--- config.mk ---
export PLATFORM = sky130hd
export DESIGN_NAME = digseg_scan
export DESIGN_NICKNAME = d
export VERILOG_FILES = /design/src/rtl/digseg_scan.sv
export SDC_FILE = /design/constraint.sdc
export NUM_CORES = 1
export LEC_CHECK = 0
export BUFFER_PORTS_ARGS = -buffer_cell sky130_fd_sc_hd__buf_2
export CAP_MARGIN = 30
export CORE_MARGIN = 2
export CORE_UTILIZATION = 50
export DETAILED_ROUTE_END_ITERATION = 7
export MAX_ROUTING_LAYER = met4
export PLACE_DENSITY = 0.85
export REMOVE_ABC_BUFFERS = 1
export SLEW_MARGIN = 20
export SYNTH_ARGS = -nofsm -noshare
export SYNTH_HDL_FRONTEND = slang
export SYNTH_SLANG_ARGS = --single-unit
export TNS_END_PERCENT = 1
--- constraint.sdc ---
create_clock -name clk -period 5.1 [get_ports clk]
set_input_delay 1.02 -clock clk [delete_from_list [all_inputs] [get_ports clk]]
set_output_delay 1.02 -clock clk [all_outputs]
set_load 0.005 [all_outputs]
--- src/rtl/digseg_scan.sv ---
// digseg_scan
// Bus-side initiator for the seven-segment digit driver. Holds a display
// value and a control word written over a simple strobe/ack peripheral bus,
// and scans the value one nibble at a time through an external digit driver
// (req/ack handshake). The segment pattern returned by the driver is latched
// and shown on the board for a fixed dwell time per digit.
//
// Ports:
//   clk, rst             system clock, asynchronous active-high reset
//   stb_i, we_i, addr_i  bus strobe, write enable, register select (0 VALUE, 1 CTRL)
//   data_i, data_o       bus write data, bus read data (valid while ack_o high)
//   ack_o                one-cycle bus acknowledge
//   nib_o, req_o         nibble and request towards the digit driver
//   nib_ack_i, seg_i     driver acknowledge and active-high segment pattern (bit 6 = a)
//   an_o                 active-low digit anodes, at most one low
//   seg_o                active-low segment pins
module digseg_scan #(
  parameter int DIGITS   = 8,
  parameter int SCAN_DIV = 50000
) (
  input  logic              clk,
  input  logic              rst,
  input  logic              stb_i,
  input  logic              we_i,
  input  logic              addr_i,
  input  logic [31:0]       data_i,
  output logic [31:0]       data_o,
  output logic              ack_o,
  output logic [3:0]        nib_o,
  output logic              req_o,
  input  logic              nib_ack_i,
  input  logic [6:0]        seg_i,
  output logic [DIGITS-1:0] an_o,
  output logic [6:0]        seg_o
);

  localparam int VW = 4 * DIGITS;
  localparam int IW = (DIGITS > 1) ? $clog2(DIGITS) : 1;
  localparam int CW = (SCAN_DIV > 1) ? $clog2(SCAN_DIV) : 1;
  localparam logic [IW-1:0] IDX_LAST = IW'(DIGITS - 1);
  localparam logic [CW-1:0] CNT_LAST = CW'(SCAN_DIV - 1);

  typedef enum logic [1:0] {FETCH, HOLD, DEAD} state_t;

  state_t            state_q, state_d;
  logic [IW-1:0]     idx_q, idx_d;
  logic [CW-1:0]     cnt_q, cnt_d;
  logic [3:0]        nib_q, nib_d;
  logic [6:0]        seg_q, seg_d;
  logic [DIGITS-1:0] an_q, an_d;
  logic              req_q, req_d;
  logic [VW-1:0]     value_q, value_d;
  logic [DIGITS:0]   ctrl_q, ctrl_d;
  logic              ack_q, ack_d;
  logic [31:0]       rdata_q, rdata_d;
  logic              accept;
  logic              data_unused;

  // Upper data bits beyond the register widths are ignored on write.
  assign data_unused = ^data_i;

  // Bus side: an access is taken whenever the strobe is up and no ack is
  // pending, so a held strobe naturally yields one ack every other cycle.
  always_comb begin
    accept  = stb_i && !ack_q;
    value_d = value_q;
    ctrl_d  = ctrl_q;
    ack_d   = accept;
    rdata_d = '0;
    if (accept) begin
      if (we_i) begin
        if (addr_i) ctrl_d = data_i[DIGITS:0];
        else        value_d = data_i[VW-1:0];
      end else begin
        rdata_d = addr_i ? 32'(ctrl_q) : 32'(value_q);
      end
    end
  end

  // Scan sequencing. The digit index is advanced on the way into DEAD, which
  // keeps the reset DEAD state (idx 0) from skipping digit 0. The nibble is
  // sampled from the pre-write VALUE on entry to FETCH and then held.
  always_comb begin
    state_d = state_q;
    idx_d   = idx_q;
    cnt_d   = cnt_q;
    nib_d   = nib_q;
    seg_d   = seg_q;
    unique case (state_q)
      FETCH: begin
        if (nib_ack_i) begin
          seg_d   = ~seg_i;
          cnt_d   = '0;
          state_d = HOLD;
        end
      end
      HOLD: begin
        if (cnt_q == CNT_LAST) begin
          state_d = DEAD;
          idx_d   = (idx_q == IDX_LAST) ? '0 : idx_q + 1'b1;
        end else begin
          cnt_d = cnt_q + 1'b1;
        end
      end
      DEAD: begin
        state_d = FETCH;
        nib_d   = value_q[{idx_q, 2'b00} +: 4];
      end
      default: state_d = DEAD;
    endcase
  end

  // Registered pin outputs are computed from next-state values; using the
  // next CTRL lets a CTRL write show on the anodes the cycle after it lands.
  always_comb begin
    req_d = (state_d == FETCH);
    an_d  = '1;
    if (state_d == HOLD && ctrl_d[idx_q] && !ctrl_d[DIGITS]) an_d[idx_q] = 1'b0;
  end

  always_ff @(posedge clk or posedge rst) begin
    if (rst) begin
      state_q <= DEAD;
      idx_q   <= '0;
      cnt_q   <= '0;
      nib_q   <= '0;
      seg_q   <= '1;
      an_q    <= '1;
      req_q   <= 1'b0;
      value_q <= '0;
      ctrl_q  <= {1'b0, {DIGITS{1'b1}}};
      ack_q   <= 1'b0;
      rdata_q <= '0;
    end else begin
      state_q <= state_d;
      idx_q   <= idx_d;
      cnt_q   <= cnt_d;
      nib_q   <= nib_d;
      seg_q   <= seg_d;
      an_q    <= an_d;
      req_q   <= req_d;
      value_q <= value_d;
      ctrl_q  <= ctrl_d;
      ack_q   <= ack_d;
      rdata_q <= rdata_d;
    end
  end

  assign data_o = rdata_q;
  assign ack_o  = ack_q;
  assign nib_o  = nib_q;
  assign req_o  = req_q;
  assign an_o   = an_q;
  assign seg_o  = seg_q;

endmodule

==> metrics.md <==
| Metric | Value |
|---|---|
| Class of the worst hold path | `reg2reg` |
| Wire per inst | `17.2 um` |
| CTS tree | `yes` |
| Fin nets | `535` |
| RSZ-0062 raised after global routing | `false` |
| IO Count | `98` |
| Final setup TNS | `0 ps` |
| Fin cells | `633` |
| Post-CTS setup buffer count | `0` |
| Area of the core | `9590 um2` |
| Routability congestion estimate | `0.857` |
| DIE WIDTH | `103 um` |
| Clock Latency Late Sink | `510 ps` |
| GRT met1 Usage | `27.6%` |
| CP Max Fanout | `12` |
| Outcome | `finished clean` |
| Vias in the first global route | `3533` |
| Yosys top cell by area | `dfrtp_1` |
| Clock Path Buffers | `2` |
| Leakage | `2.82 nW` |
| Post-Syn Area | `4870 um2` |
| Port bufs | `97` |
| Layout cells sized above 1 | `42.6%` |
| Seq cells post-synth | `115` |
| Inserted Diodes | `0` |
| Yosys warnings | `0` |
| Clk root buf | `clkbuf_8` |
| Initial cell density of the core | `50.7%` |
| Final wirelength | `10900 um` |
| Top-area cell type share of the netlist area | `46.8%` |
| Leading register cell type out of synthesis | `dfrtp_1` |
| Global Route Usage Sum | `22.9%` |
| Antenna Nets Post-Route | `0` |
| Die Area | `10500 um2` |
| Layout Area Growth over Synthesis | `25.1%` |
| Clock Sinks | `115` |
| Type of the worst setup path | `in2reg` |
| First-pass GRT wire length | `17300 um` |
| FMAX | `0.357 GHz` |
| Busiest grt layer | `met2` |
| DR vias | `3446` |
| Maximum VDD drop | `0.000260 V` |
| Post-CTS sizing | `0` |
| Grt total ovfl | `0` |
| Number of synthesized flops with an enable pin | `0` |
| Final setup vio count | `0` |
| Worst setup SP type | `input pin` |
| Drt drc | `0` |
| Data required, critical path | `5490 ps` |
| Synth async-reset ratio | `100%` |
| Clock H-tree levels | `4` |
| PD cells | `399 nW/um2` |
| Total clock buffers created by CTS | `17` |
| Vias per std cell | `5.44` |
| Starting DRT DRC Count | `244` |
| M2 GR Usage | `36.4%` |
| Tmin final | `2800 ps` |
| Die H | `103 um` |
| Worst Clk Skew | `8.59 ps` |
| Rows | `36` |
| Dominant cells by area after synthesis | `dfrtp_1, dfstp_2, mux2_2` |
| Max cap viols | `0` |
| Hold_buf cts | `0` |
| Critical path capture point type | `flop` |
| Largest net degree at the start of global routing | `53` |
| Slew HR | `48.6%` |
| Slew @ Worst Pin | `765 ps` |
| Syn_area_per_cell | `12.7 um2` |
| Dpl cells | `600` |
| Reg clk slew, reported paths | `60 ps` |
| CP arrival | `3200 ps` |
| Cells after synthesis | `383` |
| DRT Pass-1 Iters | `4` |
| Min Hold Slack | `498 ps` |
| Fin. Hold Viols | `0` |
| Met3 usage in global routing | `6.17%` |
| Antenna violations before repair | `0` |
| Final Slew Violations | `0` |
| Sequential share of the synthesized area | `59.8%` |
| Synth cell types | `46` |
| Detail Placement HPWL | `7310 um` |
| Fin crit share | `55.0%` |
-- metrics by stage --
step / utilization (%) / total power [mW] / setup WS, ps / area, um2
CTS: 63.2 / 2.44 / 2370 / 6070
finish: 63.4 / 2.43 / 2300 / 6090
floorplan: - / 1.23 / 1080 / 4780
global placement: 57.1 / 1.31 / 2090 / 5480
global route: 63.4 / 2.53 / 2230 / 6090
detailed placement: 57.3 / 1.33 / 1920 / 5500
-- flip-flops by register name, indices dropped and copies added (netlist names) --
name / flops
ack_o: 1
an_o: 8
cnt_q: 16
ctrl_q: 9
data_o: 32
idx_q: 3
nib_o: 4
req_o: 1
seg_o: 7
state_q: 2
value_q: 32
-- worst max-delay path: stages --
cell      delay [ps]
buf_2            330
nand4b_1         610
mux2_2           520
a211oi_2         510
nand4b_1         190
-- final timing paths --
check	from	endpoint	slack, ps	cells after the start
worst max-delay path	addr_i	an_o[0]	2300	5
max in group asynchronous	rst	data_o[7]	3700	3
worst min register to register	ack_o	ack_o	500	1
worst min-delay path	ack_o	ack_o	500	1
worst max register to register	ack_o	an_o[0]	2740	4
min in group asynchronous	rst	value_q[0]	590	2
-- area by class of cell --
type,count,area (um2)
flip-flops and latches,115,2910
well taps,133,166
multi-input cells,244,1870
clock buffers,18,428
repair buffers,103,556
clock inverters,14,138
fillers,733,3510
inverters,6,25.0
-- synth_stat cells, types with 3 or more instances --
master	count
buf_2	6
or4_1	3
mux2_2	41
nand2b_1	4
clkbuf_1	10
inv_1	6
nand4_1	12
xor2_1	3
nand4b_1	3
dfstp_2	24
nand3b_1	4
ha_1	3
nor3_1	4
nor2b_1	4
mux2i_1	28
nand2_1	14
nor2_1	32
and2_1	25
nand3_1	10
a21oi_1	15
mux4_2	4
o31ai_1	3
dfrtp_1	91
o21ai_0	6
-- cell usage in the layout, fill, tap and decap left out, types with 3 or more instances in the layout --
cell         n
nand4_1     12
clkinvlp_4   4
nand3_1     10
mux4_2       4
mux2_2      41
and2_1      25
dfrtp_1     91
o31ai_1      3
nor2_1      31
xor2_1       3
o21ai_0      6
mux2i_1     28
clkinv_2     6
a21oi_1     15
nand2b_1     4
inv_1        5
nor2b_1      4
buf_2       97
buf_4        4
nand2_1     14
clkbuf_16   16
or4_1        3
nand4b_1     3
nand3b_1     4
dfstp_2     24
nor3_1       4
ha_1         3
-- power breakdown --
group | switching, mW | total (mW) | internal (mW)
combinational | 0.101 | 0.223 | 0.123
sequential | 0.0707 | 1.09 | 1.02
clock | 0.407 | 1.11 | 0.702
-- logic make-up after synthesis --
family / count (synthesis) / synth area share, %
AND/OR/NAND/NOR: 129 / 14.9
XOR/XNOR: 4 / 0.720
flip-flops: 115 / 59.8
buffers and inverters: 24 / 2.16
AO/OA/AOI/OAI: 33 / 4.14
multiplexers: 75 / 17.6
adder cells (fa/ha/maj): 3 / 0.771
-- layer usage --
layer / vias up / part of all wire, %
li1: 1569 / -
met3: 15 / 6.5
met2: 114 / 50
met4: 0 / 1.2
met1: 1748 / 42
met5: - / 0
No activity file was read; power rests on OpenSTA's default activity.
